--- src/rtl/tlb_op_sequencer.sv ---
// Multi-cycle sequencer for the TLB maintenance instructions (TLBSRCH/TLBRD/TLBWR/TLBFILL/INVTLB).
// Drives the TLB search/read/write ports and CSR capture strobes; every strobe is a registered pulse.
module tlb_op_sequencer #(
    parameter int TLBNUM = 16,
    parameter int IDX_W  = $clog2(TLBNUM)
) (
    input  logic             clk,
    input  logic             resetn,
    input  logic             op_valid,
    output logic             op_ready,
    input  logic [2:0]       op_type,
    input  logic [4:0]       inv_op,
    input  logic [9:0]       inv_asid,
    input  logic [18:0]      inv_vppn,
    input  logic [IDX_W-1:0] csr_index,
    input  logic [18:0]      csr_vppn,
    input  logic [9:0]       csr_asid,
    output logic             s_req,
    input  logic             s_found,
    input  logic [IDX_W-1:0] s_index,
    output logic             csr_s1e,
    output logic [IDX_W-1:0] csr_s1_index,
    output logic             csr_s1_ne,
    output logic             rd_en,
    output logic [IDX_W-1:0] rd_index,
    input  logic             rd_e,
    input  logic             rd_g,
    input  logic [9:0]       rd_asid,
    input  logic [18:0]      rd_vppn,
    input  logic [5:0]       rd_ps,
    output logic             csr_re,
    output logic             we,
    output logic [IDX_W-1:0] w_index,
    output logic             w_clr_e,
    output logic             op_done,
    output logic             refetch,
    output logic             inv_bad
);

    typedef enum logic [2:0] {IDLE, SRCH, RD, WR, INV_RD, INV_CMP, DONE} state_t;

    state_t           state, state_nxt;
    logic [IDX_W-1:0] fill_ctr, walk_idx, walk_nxt;
    logic [4:0]       inv_op_q;
    logic [9:0]       inv_asid_q;
    logic [18:0]      inv_vppn_q;
    logic             accept;
    logic             vmatch, amatch, sel, inv_hit;

    logic             s_req_n, s1e_n, rd_en_n, re_n, we_n, clr_n, done_n, refetch_n, bad_n;
    logic [IDX_W-1:0] rd_index_n, w_index_n;

    assign op_ready     = (state == IDLE);
    assign accept       = op_valid & op_ready;
    // Search port answers combinationally in the cycle csr_s1e is high.
    assign csr_s1_index = (csr_s1e && s_found) ? s_index : '0;
    assign csr_s1_ne    = csr_s1e & ~s_found;

    // Match evaluation on the entry returned by the previous INV_RD read.
    always_comb begin
        vmatch = (rd_ps == 6'd21) ? (rd_vppn[18:9] == inv_vppn_q[18:9]) : (rd_vppn == inv_vppn_q);
        amatch = (rd_asid == inv_asid_q);
        case (inv_op_q)
            5'd0, 5'd1: sel = 1'b1;
            5'd2:       sel = rd_g;
            5'd3:       sel = ~rd_g;
            5'd4:       sel = ~rd_g & amatch;
            5'd5:       sel = ~rd_g & amatch & vmatch;
            5'd6:       sel = (rd_g | amatch) & vmatch;
            default:    sel = 1'b0;
        endcase
        inv_hit = sel & rd_e;
    end

    always_comb begin
        state_nxt  = state;
        walk_nxt   = walk_idx;
        s_req_n    = 1'b0;
        s1e_n      = 1'b0;
        rd_en_n    = 1'b0;
        re_n       = 1'b0;
        we_n       = 1'b0;
        clr_n      = 1'b0;
        done_n     = 1'b0;
        refetch_n  = 1'b0;
        bad_n      = 1'b0;
        rd_index_n = rd_index;
        w_index_n  = w_index;
        case (state)
            IDLE: if (op_valid) begin
                case (op_type)
                    3'd0: begin state_nxt = SRCH; s_req_n = 1'b1; end
                    3'd1: begin state_nxt = RD; rd_en_n = 1'b1; rd_index_n = csr_index; end
                    3'd2: begin state_nxt = WR; we_n = 1'b1; w_index_n = csr_index; end
                    3'd3: begin state_nxt = WR; we_n = 1'b1; w_index_n = fill_ctr; end
                    3'd4: begin
                        if (inv_op <= 5'd6) begin
                            state_nxt  = INV_RD;
                            rd_en_n    = 1'b1;
                            rd_index_n = '0;
                            walk_nxt   = '0;
                        end else begin
                            done_n = 1'b1;
                            bad_n  = 1'b1;
                        end
                    end
                    default: begin done_n = 1'b1; bad_n = 1'b1; end
                endcase
            end
            SRCH:   begin state_nxt = DONE; s1e_n = 1'b1; end
            RD:     begin state_nxt = DONE; re_n = 1'b1; end
            WR:     begin state_nxt = IDLE; done_n = 1'b1; refetch_n = 1'b1; end
            INV_RD: state_nxt = INV_CMP;
            INV_CMP: begin
                we_n      = inv_hit;
                clr_n     = inv_hit;
                w_index_n = walk_idx;
                if (walk_idx == IDX_W'(TLBNUM - 1)) begin
                    state_nxt = DONE;
                end else begin
                    // Next read overlaps this write but always targets walk_idx+1.
                    state_nxt  = INV_RD;
                    walk_nxt   = walk_idx + 1'b1;
                    rd_en_n    = 1'b1;
                    rd_index_n = walk_idx + 1'b1;
                end
            end
            DONE:    begin state_nxt = IDLE; done_n = 1'b1; refetch_n = 1'b1; end
            default: state_nxt = IDLE;
        endcase
    end

    always_ff @(posedge clk or negedge resetn) begin
        if (!resetn) begin
            state      <= IDLE;
            fill_ctr   <= '0;
            walk_idx   <= '0;
            inv_op_q   <= '0;
            inv_asid_q <= '0;
            inv_vppn_q <= '0;
            s_req      <= 1'b0;
            csr_s1e    <= 1'b0;
            rd_en      <= 1'b0;
            rd_index   <= '0;
            csr_re     <= 1'b0;
            we         <= 1'b0;
            w_index    <= '0;
            w_clr_e    <= 1'b0;
            op_done    <= 1'b0;
            refetch    <= 1'b0;
            inv_bad    <= 1'b0;
        end else begin
            state    <= state_nxt;
            fill_ctr <= fill_ctr + 1'b1;
            walk_idx <= walk_nxt;
            if (accept) begin
                inv_op_q   <= inv_op;
                inv_asid_q <= inv_asid;
                inv_vppn_q <= inv_vppn;
            end
            s_req    <= s_req_n;
            csr_s1e  <= s1e_n;
            rd_en    <= rd_en_n;
            rd_index <= rd_index_n;
            csr_re   <= re_n;
            we       <= we_n;
            w_index  <= w_index_n;
            w_clr_e  <= clr_n;
            op_done  <= done_n;
            refetch  <= refetch_n;
            inv_bad  <= bad_n;
        end
    end

    // Search key comes straight from CSRs into the TLB; the sequencer only strobes it.
    logic unused_ok;
    assign unused_ok = ^{csr_vppn, csr_asid};

endmodule
--- config.mk ---
export PLATFORM = sky130hd
export DESIGN_NAME = tlb_op_sequencer
export DESIGN_NICKNAME = d
export VERILOG_FILES = /design/src/rtl/tlb_op_sequencer.sv
export SDC_FILE = /design/constraint.sdc
export NUM_CORES = 1
export LEC_CHECK = 0
export ABC_AREA = 1
export CAP_MARGIN = 0
export CORE_MARGIN = 2
export CORE_UTILIZATION = 39
export CTS_CLUSTER_SIZE = 40
export DETAILED_ROUTE_END_ITERATION = 8
export GPL_TIMING_DRIVEN = 0
export PLACE_DENSITY_LB_ADDON = 0.05
export SYNTH_ARGS = -nofsm -noshare
export SYNTH_HDL_FRONTEND = slang
export SYNTH_SLANG_ARGS = --single-unit
--- constraint.sdc ---
create_clock -name clk -period 1.39 [get_ports clk]
set_input_delay 0.417 -clock clk [delete_from_list [all_inputs] [get_ports clk]]
set_output_delay 0.417 -clock clk [all_outputs]
set_load 0.01 [all_outputs]
==> metrics.cfg <==
[run_status]
status=finished with violations
violations=negative setup slack

[final_layout]
fin_nets=688
area_growth_pct=63.5
stdcell_area_sq_um=5340
utilization_pct=65.3
finalNonFillerCells=680
final_layout_size_suffix_gt1_share_pct=27.0
antennaDiodeCount=0

[floorplanning]
ios=138
start_util_pct=39.9
die_y_um=95.5
rows=33
die_x_um=95.5
coreArea_sq_um=8180
dieArea_sq_um=9120

[global_routing]
grt_pass1_vias=3011
grt_pass1_wl_mm=13.9
grt_overflow=0
antenna_found_initial=0
grt_usage_pct=19.6
grt_max_degree=63

[synthesis]
syn-cell-area_sq_um=3260
synth.top_cell.area_share_pct=47.5
syn_inst=427
synth_top_family_by_area=simple AND/OR/NAND/NOR gates
synthTopCellsByArea=dfrtp_1 (48%), nand2_1 (18%), inv_1 (6.0%), o21ai_0 (4.1%), nor2_1 (3.9%)
ys_ff_latch=62
yosys_warnings=0
synthAdderAreaFrac_pct=0.767
synthSimpleGateAreaFrac_pct=30.2
synth-xor-area-share_pct=4.02
avgSynthCellArea_sq_um=7.64
synth_cell_types=37
syn_nets=544
seq_area_frac_synth_pct=47.5
synth.area.mux_share_pct=0.345
yosysTopAreaCell=dfrtp_1
synth-compound-area-share_pct=8.70

[sta]
finalWorstSetupSlack_ps=-207
period_minus_slack_ps=1600
drv_slew=0
maxSlewHeadroom_pct=47.7
tightest_slew_ps=785
hold_viol_final=0
setup_violations=52
finalClockSkew_ps=10.7
tns_ps=-3370
rsz0062_at_grt=yes
fmax_ghz=0.626
min_period_over_period_pct=115
whs_ps=168

[clocking]
cts_max_path_buffers=2
clock_sinks=62
cts_root_buf=clkbuf_8
cts_hold_buffers=0
worstSkewPairLatency_ps=330
clk_transition_reported_paths_ps=70
cts_tree=done
cts_buffers=9
htreeDepth=3

[power]
power.leakage_nw=2.82
finalPower_mw=9.25
power.density_nw_per_um2=1730
ir_drop_mv=0.790

[worst_setup_path]
r2r-end=w_index[1]
start_kind=flop
worst_setup_path_end_kind=output port
cp.required_ps=970
worstPathArrival_ps=1180
crit_path_top_delay_cell=dfrtp_1
r2r_start=state[0]
crit_fanout=4
slowest_delay_ps=390
path_cells=nor2_2 -> nand2_2 -> inv_4 -> buf_6
reg2reg_slack_ps=-170
criticalPathCategory=reg -> out
reg2reg_depth=7

[detailed_routing]
wirelength_mm=9.00
dr_total_vias=3182
drtIter0Drc=105
postRouteAntennaNets=0
post_drt_via_cell_ratio=4.68
drc=0
drt_pass1_iterations=4
wl_per_cell_um=13.2

[place]
pre_cts_ws_ps=-667
placed_cell_area_sq_um=4470
placed_cells=640
post-dp-hpwl_mm=5.97
port_buffers=108
place.gp.congestion=0.776

[job]
maxCapViolations=0

[min_path]
worstHoldPathType=in -> async

## layout by cell type, fill, tap and decap left out, drive strengths merged
master	count
a21o	1
nor2	40
o21ai	31
bufinv	2
or2	2
clkdlybuf4s15	9
buf	36
inv	61
dlygate4sd2	16
nand4	7
nor3	2
a211oi	2
xnor2	12
mux2	1
nand3	18
o211ai	3
dlymetal6s2s	19
o31ai	2
xor2	3
a31oi	3
nand2b	1
clkbuf	26
nand2	160
ha	2
dfrtp	62
o22ai	2
clkdlybuf4s50	47
clkinvlp	1
a21oi	4
## kinds of logic after synthesis
family,count (synthesis)
simple gates,230
buf+inv,69
flops,62
compound gates,48
xor+xnor,15
fa+ha+maj,2
mux,1
## flip-flops by register name, indices dropped and copies added, names as in the netlist
register and cells:
inv_vppn_q 19, inv_asid_q 10, inv_op_q 5, fill_ctr 4
rd_index 4, w_index 4, walk_idx 4, state 3
csr_re 1, csr_s1e 1, inv_bad 1, op_done 1
rd_en 1, refetch 1, s_req 1, w_clr_e 1
we 1
## final cells by class
type                    count  area (sq um)
repair buffers            133          1360
fillers                   713          2840
plain buffers               8           109
clock buffers              12           155
well taps                 105           131
flip-flops and latches     62          1550
inverters                  61           249
multi-input cells         296          1720
clock inverters             3          67.6
## worst max-delay path: cells and delay by family (launching register included)
family / cells / cell delay, ps
buffers and inverters: 2 / 170
flip-flops: 1 / 390
AND/OR/NAND/NOR: 2 / 270
## worst max-delay path by stage
stage	slack (ps)	cells past startpoint	from	end
global placement	-2210	1	resetn	rd_index[3]
finish	-210	4	state[0]	op_ready
global route	-280	4	state[0]	op_ready
floorplan	-50	6	state[1]	w_index[1]
detailed placement	-670	4	s_found	csr_s1_index[0]
CTS	-210	4	state[0]	op_ready
## report_power, final
part,total (mW),internal [mW],switching [mW]
clock,1.78,1.10,0.681
sequential,2.98,2.52,0.459
combinational,4.49,2.15,2.34
## timing repair
action	CTS	global route
hold endpoints to repair	0	0
gates cloned	1	5
buffers inserted	14	6
pin swaps	31	39
gates resized for setup	124	131
setup endpoints to repair	77	70
## cell usage after synthesis
master / instances
dfrtp_1: 62
ha_1: 2
nor2_1: 34
nand3_2: 1
o31ai_1: 2
mux2_2: 1
o211ai_4: 1
inv_1: 52
nor2_2: 2
o21ai_2: 1
nand2b_1: 1
o22ai_1: 2
nand3_1: 17
buf_6: 1
nand2_4: 1
a211oi_1: 2
inv_2: 7
a21o_1: 1
inv_4: 2
nor3_2: 1
o21ai_1: 3
buf_2: 4
xnor2_1: 12
nand2_2: 3
nand4_1: 7
nor3_1: 1
xor2_1: 3
nand2_1: 156
nor2_4: 3
clkbuf_1: 3
o21ai_0: 27
a31oi_1: 3
a21oi_1: 4
or2_1: 1
nor2_8: 1
o211ai_1: 2
or2_4: 1
## per-layer routing
layer  up-vias  wire length, um  global-route usage [%]  share of wire [%]
li1       1628                -                       -                  -
met2        96             4140                    30.2                 46
met3        13              510                    3.72                5.7
met5         -                0                       0                  0
met4         0              129                    6.90                1.4
met1      1445             4220                    27.6                 47
Note: power is estimated with default switching activity, not from simulation.
